### src/rtl/imm_gen_if.sv
// Valid/ready bus between the upstream fetch/decode logic and imm_gen_pipe.
// The master side offers instructions and consumes immediates. The slave side is the generator.
interface imm_gen_if #(
    parameter int unsigned XLEN  = 32,
    parameter int unsigned TAG_W = 5
) ();
    logic             in_valid;
    logic             in_ready;
    logic [31:0]      in_instr;
    logic [TAG_W-1:0] in_tag;
    logic             out_valid;
    logic             out_ready;
    logic [XLEN-1:0]  out_imm;
    logic [2:0]       out_fmt;
    logic [TAG_W-1:0] out_tag;

    modport master (
        output in_valid, in_instr, in_tag, out_ready,
        input  in_ready, out_valid, out_imm, out_fmt, out_tag
    );

    modport slave (
        input  in_valid, in_instr, in_tag, out_ready,
        output in_ready, out_valid, out_imm, out_fmt, out_tag
    );
endinterface

### src/rtl/imm_gen_pipe.sv
// Registered RISC-V immediate generator with an optional skid register and a flush input.
// Decoding happens on the input side, so both holding registers store finished results.
module imm_gen_pipe #(
    parameter int unsigned XLEN  = 32,
    parameter int unsigned TAG_W = 5,
    parameter int unsigned SKID  = 1
) (
    input logic      clk,
    input logic      rst,
    input logic      flush,
    imm_gen_if.slave bus
);
    localparam logic [2:0] FmtNone = 3'd0;
    localparam logic [2:0] FmtI    = 3'd1;
    localparam logic [2:0] FmtS    = 3'd2;
    localparam logic [2:0] FmtB    = 3'd3;
    localparam logic [2:0] FmtU    = 3'd4;
    localparam logic [2:0] FmtJ    = 3'd5;
    localparam logic [2:0] FmtZ    = 3'd6;

    logic [31:0]      instr;
    logic [31:0]      dec_imm32;
    logic [2:0]       dec_fmt;
    logic [XLEN-1:0]  dec_imm;

    logic             main_valid_q, main_valid_d;
    logic [XLEN-1:0]  main_imm_q, main_imm_d;
    logic [2:0]       main_fmt_q, main_fmt_d;
    logic [TAG_W-1:0] main_tag_q, main_tag_d;
    logic             skid_valid_q, skid_valid_d;
    logic [XLEN-1:0]  skid_imm_q, skid_imm_d;
    logic [2:0]       skid_fmt_q, skid_fmt_d;
    logic [TAG_W-1:0] skid_tag_q, skid_tag_d;

    logic in_ready;
    logic accept;
    logic consume;

    assign instr = bus.in_instr;

    always_comb begin
        dec_imm32 = 32'd0;
        dec_fmt   = FmtNone;
        unique case (instr[6:0])
            7'b0010011, 7'b0000011, 7'b1100111: begin
                dec_imm32 = {{20{instr[31]}}, instr[31:20]};
                dec_fmt   = FmtI;
            end
            7'b0100011: begin
                dec_imm32 = {{20{instr[31]}}, instr[31:25], instr[11:7]};
                dec_fmt   = FmtS;
            end
            7'b1100011: begin
                dec_imm32 = {{19{instr[31]}}, instr[31], instr[7], instr[30:25], instr[11:8], 1'b0};
                dec_fmt   = FmtB;
            end
            7'b0110111, 7'b0010111: begin
                dec_imm32 = {instr[31:12], 12'd0};
                dec_fmt   = FmtU;
            end
            7'b1101111: begin
                dec_imm32 = {{11{instr[31]}}, instr[31], instr[19:12], instr[20], instr[30:21],
                             1'b0};
                dec_fmt   = FmtJ;
            end
            7'b1110011: begin
                if (instr[14]) begin
                    dec_imm32 = {27'd0, instr[19:15]};
                    dec_fmt   = FmtZ;
                end else if (instr[13:12] != 2'b00) begin
                    dec_imm32 = {{20{instr[31]}}, instr[31:20]};
                    dec_fmt   = FmtI;
                end
            end
            7'b0011011: begin
                if (XLEN == 64) begin
                    dec_imm32 = {{20{instr[31]}}, instr[31:20]};
                    dec_fmt   = FmtI;
                end
            end
            default: ;
        endcase
    end

    // Every format is either sign-extended from bit 31 or has bit 31 clear (Z, NONE).
    assign dec_imm = XLEN'($signed(dec_imm32));

    assign in_ready = (SKID != 0) ? (!skid_valid_q && !flush && !rst)
                                  : ((!main_valid_q || bus.out_ready) && !flush && !rst);
    assign accept   = bus.in_valid && in_ready;
    assign consume  = main_valid_q && bus.out_ready;

    always_comb begin
        main_valid_d = main_valid_q;
        main_imm_d   = main_imm_q;
        main_fmt_d   = main_fmt_q;
        main_tag_d   = main_tag_q;
        skid_valid_d = skid_valid_q;
        skid_imm_d   = skid_imm_q;
        skid_fmt_d   = skid_fmt_q;
        skid_tag_d   = skid_tag_q;
        if (flush) begin
            main_valid_d = 1'b0;
            skid_valid_d = 1'b0;
        end else if (consume) begin
            if (skid_valid_q) begin
                main_imm_d   = skid_imm_q;
                main_fmt_d   = skid_fmt_q;
                main_tag_d   = skid_tag_q;
                skid_valid_d = 1'b0;
            end else if (accept) begin
                main_imm_d   = dec_imm;
                main_fmt_d   = dec_fmt;
                main_tag_d   = bus.in_tag;
            end else begin
                main_valid_d = 1'b0;
            end
        end else if (accept) begin
            if (!main_valid_q) begin
                main_valid_d = 1'b1;
                main_imm_d   = dec_imm;
                main_fmt_d   = dec_fmt;
                main_tag_d   = bus.in_tag;
            end else begin
                // Only reachable with SKID=1: main is stalled, so park the entry behind it.
                skid_valid_d = 1'b1;
                skid_imm_d   = dec_imm;
                skid_fmt_d   = dec_fmt;
                skid_tag_d   = bus.in_tag;
            end
        end
    end

    always_ff @(posedge clk) begin
        if (rst) begin
            main_valid_q <= 1'b0;
            main_imm_q   <= '0;
            main_fmt_q   <= FmtNone;
            main_tag_q   <= '0;
            skid_valid_q <= 1'b0;
            skid_imm_q   <= '0;
            skid_fmt_q   <= FmtNone;
            skid_tag_q   <= '0;
        end else begin
            main_valid_q <= main_valid_d;
            main_imm_q   <= main_imm_d;
            main_fmt_q   <= main_fmt_d;
            main_tag_q   <= main_tag_d;
            skid_valid_q <= skid_valid_d;
            skid_imm_q   <= skid_imm_d;
            skid_fmt_q   <= skid_fmt_d;
            skid_tag_q   <= skid_tag_d;
        end
    end

    assign bus.in_ready  = in_ready;
    assign bus.out_valid = main_valid_q;
    assign bus.out_imm   = main_imm_q;
    assign bus.out_fmt   = main_fmt_q;
    assign bus.out_tag   = main_tag_q;
endmodule

### src/flat_wrapper.sv
// flat-port wrapper written by rule: the top's interface ports become plain ports
module imm_gen_pipe_flat 
#(
    parameter int unsigned XLEN  = 32,
    parameter int unsigned TAG_W = 5,
    parameter int unsigned SKID  = 1
)
  (clk, rst, flush, bus_in_valid, bus_in_instr, bus_in_tag, bus_out_ready, bus_in_ready, bus_out_valid, bus_out_imm, bus_out_fmt, bus_out_tag);
  imm_gen_if #(.XLEN(XLEN), .TAG_W(TAG_W)) bus_i ();
  input logic clk;
  input logic rst;
  input logic flush;
  input wire logic [$bits(bus_i.in_valid)-1:0] bus_in_valid;
  input wire logic [$bits(bus_i.in_instr)-1:0] bus_in_instr;
  input wire logic [$bits(bus_i.in_tag)-1:0] bus_in_tag;
  input wire logic [$bits(bus_i.out_ready)-1:0] bus_out_ready;
  output wire logic [$bits(bus_i.in_ready)-1:0] bus_in_ready;
  output wire logic [$bits(bus_i.out_valid)-1:0] bus_out_valid;
  output wire logic [$bits(bus_i.out_imm)-1:0] bus_out_imm;
  output wire logic [$bits(bus_i.out_fmt)-1:0] bus_out_fmt;
  output wire logic [$bits(bus_i.out_tag)-1:0] bus_out_tag;
  assign bus_i.in_valid = bus_in_valid;
  assign bus_i.in_instr = bus_in_instr;
  assign bus_i.in_tag = bus_in_tag;
  assign bus_i.out_ready = bus_out_ready;
  assign bus_in_ready = bus_i.in_ready;
  assign bus_out_valid = bus_i.out_valid;
  assign bus_out_imm = bus_i.out_imm;
  assign bus_out_fmt = bus_i.out_fmt;
  assign bus_out_tag = bus_i.out_tag;
  imm_gen_pipe #(.XLEN(XLEN), .TAG_W(TAG_W), .SKID(SKID)) u_core (.clk(clk), .rst(rst), .flush(flush), .bus(bus_i));
endmodule
### config.mk
export PLATFORM = sky130hd
export DESIGN_NAME = imm_gen_pipe_flat
export DESIGN_NICKNAME = d
export VERILOG_FILES = /design/src/rtl/imm_gen_if.sv /design/src/rtl/imm_gen_pipe.sv /design/src/flat_wrapper.sv
export SDC_FILE = /design/constraint.sdc
export NUM_CORES = 1
export LEC_CHECK = 0
export ABC_AREA = 1
export CAP_MARGIN = 5
export CORE_UTILIZATION = 45
export CTS_CLUSTER_SIZE = 40
export DETAILED_ROUTE_END_ITERATION = 10
export GPL_ROUTABILITY_DRIVEN = 0
export PLACE_DENSITY = 0.79
export RECOVER_POWER = 50
export SLEW_MARGIN = 20
export SYNTH_ARGS = -nofsm -noshare
export SYNTH_HDL_FRONTEND = slang
export SYNTH_SLANG_ARGS = --single-unit
### constraint.sdc
create_clock -name clk -period 1.6 [get_ports clk]
set_input_delay 0.32 -clock clk [delete_from_list [all_inputs] [get_ports clk]]
set_output_delay 0.32 -clock clk [all_outputs]
set_load 0.05 [all_outputs]
; Word-level counts from Yosys, hierarchy flattened
; Index checks and enable logic that the tools add are counted.
[totals]
mem_count = 0
ff_bits = 82
inputBits = 42
mem_bits_ro = 0
out_inout_bits = 42
mem_bits_rw = 0
latchBits = 0
[classes]
shifts = 0
div = 0
bitwise_logic = 2
order_cmp = 0
multipliers = 0
n_reduce_logical = 18
addsub = 0
mux = 25
n_eq_ne = 12
[op_table]
columns = op, n
row1 = 32-bit two-way mux, 7
row2 = 32-bit case mux with 6 select lines, 1
row3 = 7-bit equality test (second input constant), 4
row4 = 5-bit two-way mux, 5
row5 = 3-bit two-way mux, 6
row6 = 3-bit case mux with 6 select lines, 1
row7 = 7-bit by 5-bit equality test with 1-bit output (second input constant), 2
row8 = 7-bit by 6-bit equality test with 1-bit output (second input constant), 2
row9 = 4-bit AND reduction, 2
row10 = 7-bit by 2-bit equality test with 1-bit output (second input constant), 1
row11 = 2-bit != test (second input constant), 3
row12 = 2-bit nonzero test, 3
row13 = 3-bit OR reduction, 2
row14 = 1-bit two-way mux, 5
row15 = 1-bit logical AND, 4
row16 = 2-bit OR reduction, 2
row17 = 1-bit zero test, 3
row18 = 3-bit AND reduction, 1
row19 = 1-bit NOT, 2
row20 = 2-bit AND reduction, 1

; Logic depth before layout (Yosys ltp)
; Gate-level depths: netlist (run 1).
[logic_depth]
word_depth = 7
ltp_mapped = 11
mapped_depth_nobuf = 10

; Worst setup path after synthesis (run 1)
; Ideal clock, no wire load.
[synth_timing]
path_kind = reg-to-reg
startpoint = reg u_core.main_valid_q, in the netlist u_core.bus.out_valid
endpoint = reg u_core.skid_imm_q[11]
setup_ps = 115
path_buffers = 2
t_required_ps = 1485
t_arrival_ps = 1588
synth_period_minus_slack_ps = 1704
slack_ps = -104
stages_incl_launch_ff = 10
path_cell_list = dfxtp_1 -> inv_1 -> nor2_1 -> inv_1 -> nor2_4 -> inv_2 -> buf_2 -> buf_2 -> o21ai_0 -> inv_1
[synth_via]
elab_chain_len = 3
[synth_rtl]
columns = element, line_no
row1 = "start, declared", imm_gen_pipe.sv:26  ; logic main_valid_q, main_valid_d;
row2 = "start signal, assigned", imm_gen_pipe.sv:145  ; main_valid_q <= main_valid_d;
row3 = 1-bit logical AND, imm_gen_pipe.sv:91  ; assign consume = main_valid_q && bus.out_ready;
row4 = 1-bit NOT (no source line), -
row5 = 4-bit AND reduction (no source line) *, -
row6 = "end signal, assigned", imm_gen_pipe.sv:150  ; skid_imm_q <= skid_imm_d;
row7 = "end, declared", imm_gen_pipe.sv:31  ; logic [XLEN-1:0] skid_imm_q, skid_imm_d;
; Every way passes the cells marked *; elsewhere a longest branch is shown, timed or not.
; A chain may end at the register's enable or synchronous reset.

; Worst setup path in the final report (run 1)
[layout_timing]
startpoint = reg u_core.skid_valid_q
endpoint = reg u_core.main_imm_q[0], in the netlist u_core.bus.out_imm[0]
[layout_via]
elab_chain_len = 6
[layout_rtl]
columns = element, line_no
row1 = "start, declared", imm_gen_pipe.sv:30  ; logic skid_valid_q, skid_valid_d;
row2 = "start signal, assigned", imm_gen_pipe.sv:149  ; skid_valid_q <= skid_valid_d;
row3 = 1-bit zero test, imm_gen_pipe.sv:88  ; assign in_ready = (SKID != 0) ? (!skid_valid_q && !flush && !rst)
row4 = 1-bit logical AND (2 in a row), imm_gen_pipe.sv:88
row5 = 1-bit logical AND, imm_gen_pipe.sv:90  ; assign accept = bus.in_valid && in_ready;
row6 = 2-bit nonzero test (no source line), -
row7 = 4-bit AND reduction (no source line), -
row8 = "end signal, assigned", imm_gen_pipe.sv:146  ; main_imm_q <= main_imm_d;
row9 = "end, declared", imm_gen_pipe.sv:27  ; logic [XLEN-1:0] main_imm_q, main_imm_d;
; Parallel ways exist; a longest one is shown, timed or not.

==> results of run 1 <==
kinds of logic after synthesis:
family	share of synthesized area (%)
AO/OA/AOI/OAI	18.41
buffers and inverters	11.20
flip-flops	36.20
AND/OR/NAND/NOR	34.19
power by group through the flow:
stage / Clock (uW) / Sequential [uW] / Combinational, uW
2_1_floorplan: 0 / 2260 / 223
4_1_cts: 1510 / 2110 / 670
3_5_place_dp: 0 / 2160 / 664
5_1_grt: 1600 / 2110 / 698
3_3_place_gp: 0 / 2160 / 650
6_report: 1520 / 2110 / 655
worst max-delay path: stages, from the launching register on:
cell and delay, ps:
sky130_fd_sc_hd__dfxtp_1 410, sky130_fd_sc_hd__inv_1 100, sky130_fd_sc_hd__nand3_2 90, sky130_fd_sc_hd__nand2_1 50
sky130_fd_sc_hd__inv_1 90, sky130_fd_sc_hd__nor2_4 50, sky130_fd_sc_hd__nand2_4 110, sky130_fd_sc_hd__inv_8 60
sky130_fd_sc_hd__clkbuf_16 170, sky130_fd_sc_hd__o21ai_0 180, sky130_fd_sc_hd__a21oi_1 80
area by class of cell:
cell class	count	share of cell area [%]
Clock buffer	11	2.522
Clock inverter	3	0.6669
Inverter	70	4.502
Multi-Input combinational cell	533	40.68
Sequential cell	82	27.37
Tap cell	133	2.772
Timing Repair Buffer	140	21.49
state kept, by name, indices dropped and copies added (netlist names):
| register | cells |
|---|---|
| u_core.skid_tag_q | 5 |
| u_core.bus.out_imm | 32 |
| u_core.bus.out_valid | 1 |
| u_core.skid_fmt_q | 3 |
| u_core.bus.out_tag | 5 |
| u_core.skid_imm_q | 32 |
| u_core.bus.out_fmt | 3 |
| u_core.skid_valid_q | 1 |
repair_timing:
action                                  CTS  global route
gates resized for setup                  15            23
setup buffers                             1             0
pin swaps                                 4             9
endpoints found under the setup margin   36            74
gates cloned                              0             2
cells in the final DEF, fill, tap and decap left out, types with 3 or more instances in the layout:
master and n:
sky130_fd_sc_hd__a21oi_1 75, sky130_fd_sc_hd__buf_12 11, sky130_fd_sc_hd__buf_4 40, sky130_fd_sc_hd__buf_6 5
sky130_fd_sc_hd__clkbuf_2 37, sky130_fd_sc_hd__clkbuf_8 11, sky130_fd_sc_hd__clkdlybuf4s50_1 28, sky130_fd_sc_hd__dfxtp_1 81
sky130_fd_sc_hd__dlygate4sd2_1 4, sky130_fd_sc_hd__dlymetal6s2s_1 13, sky130_fd_sc_hd__inv_1 63, sky130_fd_sc_hd__inv_2 6
sky130_fd_sc_hd__nand2_1 160, sky130_fd_sc_hd__nand2_2 11, sky130_fd_sc_hd__nand2_4 3, sky130_fd_sc_hd__nand3_1 42
sky130_fd_sc_hd__nor2_1 128, sky130_fd_sc_hd__nor2_2 8, sky130_fd_sc_hd__nor2_4 6, sky130_fd_sc_hd__nor3_1 6
sky130_fd_sc_hd__o21ai_0 38, sky130_fd_sc_hd__o21ai_1 41, sky130_fd_sc_hd__o21bai_1 7
stage by stage:
stage,hold WS [ps],utilization [%]
2_1_floorplan,454.9,-
3_3_place_gp,452.9,59.60
3_5_place_dp,456.2,59.60
4_1_cts,468.2,61.99
5_1_grt,299.2,61.42
6_report,270.2,61.42
synthesized netlist by cell type, types with 6 or more instances:
cell	count	share of area, %
sky130_fd_sc_hd__nand2_1	164	14
sky130_fd_sc_hd__nor2_1	132	11
sky130_fd_sc_hd__dfxtp_1	82	36
sky130_fd_sc_hd__a21oi_1	76	8.4
sky130_fd_sc_hd__inv_1	63	5.2
sky130_fd_sc_hd__o21ai_1	44	4.9
sky130_fd_sc_hd__nand3_1	42	4.6
sky130_fd_sc_hd__o21ai_0	35	3.9
sky130_fd_sc_hd__buf_2	19	2.1
sky130_fd_sc_hd__clkbuf_1	18	1.5
sky130_fd_sc_hd__nand2_2	10	1.4
sky130_fd_sc_hd__inv_2	7	0.58
sky130_fd_sc_hd__o21bai_1	7	1.2
sky130_fd_sc_hd__buf_6	6	1.5
sky130_fd_sc_hd__nor2_2	6	0.83
sky130_fd_sc_hd__nor3_1	6	0.66
layer usage:
| metal | wire length [um] | global-route usage, % |
|---|---|---|
| met3 | 1061 | 3.215 |
| met5 | 0 | 0 |
| met1 | 6039 | 35.21 |
| met4 | 308 | 12.09 |
| met2 | 6896 | 46.00 |
path summary, 6_finish.rpt:
kind                                                         start                                 end  slack (ps)  cells after the start
worst max-delay path              u_core.skid_valid_q$_SDFFE_PP0P_  u_core.bus.out_imm[0]$_SDFFE_PP0P_          90                     10
worst min-delay path                                 bus_out_ready    u_core.skid_valid_q$_SDFFE_PP0P_         270                      4
worst max register to register    u_core.skid_valid_q$_SDFFE_PP0P_  u_core.bus.out_imm[0]$_SDFFE_PP0P_          90                     10
worst min register to register  u_core.bus.out_tag[0]$_SDFFE_PP0P_  u_core.bus.out_tag[0]$_SDFFE_PP0P_         470                      2
==> run summary, run 1 <==
Setup violations remaining at the end of the flow were counted as 0. The average instance in the mapped netlist occupies 6.211 um2. VDD sags by at most 0.0003583 V. The tools report the worst clock skew as 8.642 ps. The die is 102.4 um tall. The highest achievable clock rate is 0.6624 GHz, and the finished layout cell area is 0.006003 mm2.

The endpoint arrival time on the critical path is 1760 ps. The ratio of total power to cell area is 714.0 mW/mm2. Most frequently used flop master after synthesis: sky130_fd_sc_hd__dfxtp_1. Of the total power, combinational logic draws 15.3%. Of all nets on the critical path, the largest fanout is 11. The longest clock path from root to sink contains 2 buffers. The run gives 4765 as the number of global-route vias before repair.

The relative contribution of sequential cells to total power is 49.2%, and the number of nets in the layout is 878. Class of the most critical setup path: reg2reg. The post-layout minimum cycle time is 1510 ps, and the insertion delay to the later sink of the worst-skew pair is 360 ps. The logs give 9 for the number of buffers created by CTS and 4286 uW for the total power. The finished layout holds 972 standard cells, fillers aside. Registers take 0.001643 mm2.

The post-synthesis register bit count was 82; the number of placed cells counting well taps was 955. The number of design-rule violations left by the first detailed-router iteration is 457, and the fraction of synthesis flops using an asynchronous set or reset pin is 0%. After synthesis, the netlist uses 23 different library cells.

Of the cells placed in the final design, the portion with a size suffix greater than 1 is 17.88%. The run gives 0 as the residual antenna-violating net count after detailed routing. The tools report the number of antenna violations at the first check in global routing as 0. The logs give 0 for the final number of max-transition violations and 0 for the number of antenna diodes. The logs give 5 for the count of TritonRoute iterations in the first routing pass and 84 for the top-level I/O count.

After filler insertion, the fill cell instance count of the layout stands at 906. The flow ran to the end, and the final reports show no timing, DRC or antenna violations. The tools report the fraction of the yosys area taken by sequential cells as 36.20%.

The H-tree level count is 3, and the total area of multi-input combinational cells is 0.002442 mm2. The tools report the relative contribution of the clock network to total power as 35.6%. The pin slew with the least headroom to its limit is 513.8 ps, and the total placed instance area is 0.005826 mm2. The initialized floorplan defines 36 standard-cell rows. The detail-routed net length per standard cell was 14.72 um; the part of the cycle the worst path needs was 94.35%. The final hold violation count came out at 0. From left edge to right edge, the die measures 102.4 um.

In the routed design, unresolved DRC markers number 0. The netlist area before placement came out at 0.004534 mm2. Setup slack closes at 90.41 ps.

For the total number of yosys warnings, the log shows 0. The worst setup path is launched from a flop. For this design the static power due to leakage is 0.003360 uW. In this run switching power makes up 27.24% of total power. The run gives 730 as the post-synthesis instance total. Entering global routing, the biggest net connects 41 pins. The total global routing track utilization was 27.34%; the post-place setup slack was -446.7 ps.

For the global-route wire length before repair, the log shows 22310 um. The number of clock sinks seen by CTS is 82. The path class of the tightest hold or removal check is in2reg. The total vias in the final route is 5197. The switching power summed over all nets came out at 1167 uW.

Synthesis-to-layout area growth: 32.40%. The tools report the root buffer cell as sky130_fd_sc_hd__clkbuf_8. Measured against its own limit, the worst slew margin works out to 65.69%. Port buffering added 83 buffers. The area of the core region was 0.009774 mm2. Setup total negative slack on the finished layout was measured at 0 ps. In the routed layout, each cell is associated on average with a via count of 5.347. The category of the worst setup path capture point was a flop. Hold repair after CTS inserted 0 buffers. The wire-length estimate of the detail-placed layout is 9750 um. At the worst endpoint, the required time is 1850 ps.

For the internal power, the log shows 3119 uW. The routed design has 14310 um of wire. The total overflow left after global routing is 0.

The die covers 0.01048 mm2. The clock transition time at the flip-flop clock pins of the worst setup and hold paths was 80 ps; the synthesized net count was 772. The tool flagged a number of max-cap violations equal to 0.

The initial standard-cell utilization of the core was 46.39%; the number of enable-type register cells in the synthesized netlist was 0. TritonCTS built the clock tree.
Power figures use the tool's default switching activity.
==> inputs of run 2 (changes only) <==
--- a/config.mk
+++ b/config.mk
@@ -12,7 +12,7 @@
 export DETAILED_ROUTE_END_ITERATION = 10
 export GPL_ROUTABILITY_DRIVEN = 0
 export PLACE_DENSITY = 0.79
-export RECOVER_POWER = 50
+export RECOVER_POWER = 25
 export SLEW_MARGIN = 20
 export SYNTH_ARGS = -nofsm -noshare
 export SYNTH_HDL_FRONTEND = slang
==> run summary, run 2 (synthesis gave the netlist of run 1 again) <==
The sum of net half-perimeters after detailed placement is 9750 um. The count of nets left with antenna violations once routing finished came out at 0. The total placed instance area is 0.005826 mm2, and the sum of buffers and inverters on the critical path is 4.

Along the worst path, the maximum fanout reaches 3. After detailed routing, the average wire length per cell comes to 14.62 um. The endpoint identified for the worst register-to-register timing path is u_core.skid_imm_q[10]$_SDFFE_PP0P_. The total wirelength of the detailed-routed design was 14210 um; the initial standard-cell utilization of the core was 46.39%. Derived from the worst setup path, the maximum achievable clock frequency is 0.6643 GHz.

For this run the aggregate overflow at the end of global routing stands at 0. The number of cells on the critical path is 6, and the ratio of total power to cell area is 705.7 mW/mm2. For the worst flop-to-flop path, the logic depth is 9. Entering global routing, the biggest net connects 41 pins.

The tools report the total of max-cap violations as 0. The final hold violation count was 0. The filler cells instantiated in the layout total 895.

TritonCTS created 9 clock buffers. The library cells used most frequently in the layout, excluding fill and tap cells, are 160 x sky130_fd_sc_hd__nand2_1, 128 x sky130_fd_sc_hd__nor2_1, 81 x sky130_fd_sc_hd__dfxtp_1. Setup slack on the worst reg-to-reg path comes out at 130 ps. The relative contribution of sequential cells to total power was 49.3%. The class of the most critical setup path is in2out. Walking the worst path, the cells encountered are dlygate4sd2_1 > nor2_2 > buf_4 > inv_1 > nor2_4 > buf_12.

Post-place setup slack: -446.7 ps. Across the routed clock network, the largest skew measured is 5.036 ps. Detailed routing inserted a total of 5201 vias. The internal portion of the total power is 3129 uW.

The run gives 84 as the top-level I/O count. The H-tree was split into 3 levels. The peak supply drop was 0.0003523 V; the count of cells along the worst hold path was 4.

The startpoint of the tightest hold check path is bus_out_ready. The finished layout holds 972 standard cells, fillers aside. In the final design database the tool counted 878 nets. In this design, the stage delay of the slowest critical-path cell is 260 ps. Most frequent standard cell in the layout excluding fill and tap cells: sky130_fd_sc_hd__nand2_1. For the worst setup path, the data arrival time is 1190 ps. Setup repair after global routing left no endpoint under its margin. The worst hold path class was in2reg.

The die area came out at 0.01048 mm2. The total of endpoints with negative setup slack in the final report was 0. The tree is rooted in a sky130_fd_sc_hd__clkbuf_8. In this run the tool buffered the top-level ports with 83 buffer cells. The logs give 2 for the number of buffers on the longest clock path and 0 for the number of antenna violations at the first check in global routing.

After floorplanning, the core was sized to cover 0.009774 mm2. The tools report the sequential standard cell area as 0.001643 mm2. After clock tree synthesis, the clock-pin slew on the worst setup and hold paths is 80 ps. The tools report the type of origin of the critical path as a primary input. The headroom to the max-slew limit was 65.69%; the switching part of the total was 26.92%. In the routed design, unresolved DRC markers number 0. The relative contribution of the clock network to total power is 35.2%, and the total global routing track utilization is 27.34%.

The startpoint identified for the worst register-to-register timing path is u_core.skid_valid_q$_SDFFE_PP0P_. The run gives 465 as the number of design-rule violations left by the first detailed-router iteration. The flow ran to the end, and the final reports show no timing, DRC or antenna violations. After routing, the total negative slack on setup checks comes to 0 ps. For this design, the sink count on the clock tree is 82. Number of global-route vias before repair: 4765. For the row count, the log shows 36. The first TritonRoute pass finished after 5 iterations.

The area growth from synthesis to layout is 33.80%. For the pin with the worst max-slew slack, the measured transition is 513.9 ps. Among cell families on the critical path, the largest total delay comes from buffers and inverters.

Once routing completed, OpenROAD measured the worst setup slack at 94.63 ps. Of the cells placed in the final design, the portion with a size suffix greater than 1 is 18.00%. The first global-routing pass estimated 22310 um of wire.

The final number of max-transition violations was 0; the switching power summed over all nets was 1153 uW. For this design, the slowest cell found on the critical path is sky130_fd_sc_hd__dlygate4sd2_1. The die outline height works out to 102.4 um. Insertion delay to the later sink of the worst-skew pair: 360 ps.

The worst setup path is captured at an output pin. After layout, the minimum clock period comes to 1505 ps. The run gives 0 as the number of hold buffers added after cts. For the power share of the combinational group, the log shows 15.5%.

STA puts the critical path data required time at 1280 ps. For the leakage power, the log shows 0.003380 uW. Summing all multi-input logic gate instances after layout gives 0.002442 mm2.

For this run, the share of the core covered by cells in the final layout is 62.07%. In the routed layout, each cell is associated on average with a via count of 5.351. The finished layout cell area came out at 0.006067 mm2.

TritonCTS built the clock tree. The worst path uses 94.09% of the clock period. For hold timing, the worst endpoint is u_core.skid_valid_q$_SDFFE_PP0P_. The number of placed instances, taps included, is 955.

For the number of antenna diodes, the log shows 0. Measured along the x axis, the die boundary spans 102.4 um.
==> run 2: cell count changes in the layout (fill, tap and decap cells not counted), sizes merged <==
| cell | delta |
|---|---|
| buf | +12 |
| clkbuf | -12 |
==> run 2: how the worst max path moves through the flow <==
| stage | startpoint | endpoint | slack (ps) |
|---|---|---|---|
| final | rst | bus_in_ready | 90 |
| after global routing | u_core.skid_valid_q$_SDFFE_PP0P_ | u_core.skid_imm_q[17]$_SDFFE_PP0P_ | 5 |
| after global placement | bus_in_instr[1] | u_core.bus.out_imm[27]$_SDFFE_PP0P_ | -400 |
| after detailed placement | bus_in_instr[1] | u_core.bus.out_imm[27]$_SDFFE_PP0P_ | -450 |
| after CTS | bus_in_instr[2] | u_core.bus.out_imm[19]$_SDFFE_PP0P_ | 6 |
| after floorplan | u_core.bus.out_valid$_SDFFE_PP0P_ | u_core.skid_imm_q[11]$_SDFFE_PP0P_ | 80 |
==> run 2: layout make-up <==
| class | instances | share of cell area [%] |
|---|---|---|
| Tap cell | 133 | 2.743 |
| Clock buffer | 11 | 2.495 |
| Clock inverter | 3 | 0.6599 |
| Multi-Input combinational cell | 533 | 40.26 |
| Sequential cell | 82 | 27.08 |
| Inverter | 70 | 4.455 |
| Timing Repair Buffer | 140 | 22.31 |
==> run 2: per-layer routing <==
metal	vias to the layer above	global-route usage (%)	part of all wire, %
met5	-	0	0
met3	42	3.215	7.6
met1	2364	35.21	42
met2	266	46.00	48
li1	2529	-	-
met4	0	12.09	3.1
==> run 2: stage by stage <==
| stage | total power, uW | hold slack (ps) |
|---|---|---|
| 2_1_floorplan | 2487 | 454.9 |
| 3_3_place_gp | 2807 | 452.9 |
| 3_5_place_dp | 2822 | 456.2 |
| 4_1_cts | 4293 | 468.2 |
| 5_1_grt | 4425 | 299.2 |
| 6_report | 4281 | 274.9 |
==> run 2: what timing repair did <==
action	CTS	global route
endpoints found under the setup margin	36	74
buffers inserted	1	0
gates cloned	0	2
resized for setup	15	23
pin swaps	4	9
==> run 2: power by group through the flow <==
| stage | logic (uW) | clock network (uW) | registers (uW) |
|---|---|---|---|
| final | 665 | 1510 | 2110 |
| after global routing | 709 | 1600 | 2110 |
| after CTS | 670 | 1510 | 2110 |
| after detailed placement | 664 | 0 | 2160 |
| after floorplan | 223 | 0 | 2260 |
| after global placement | 650 | 0 | 2160 |
==> run 2: worst register-to-register path: cells and delay by family, from the launching register on <==
| family | cells | cell delay, ps |
|---|---|---|
| AND/OR/NAND/NOR | 4 | 400 |
| AO/OA/AOI/OAI | 1 | 90 |
| flip-flops | 1 | 350 |
| buffers and inverters | 4 | 570 |
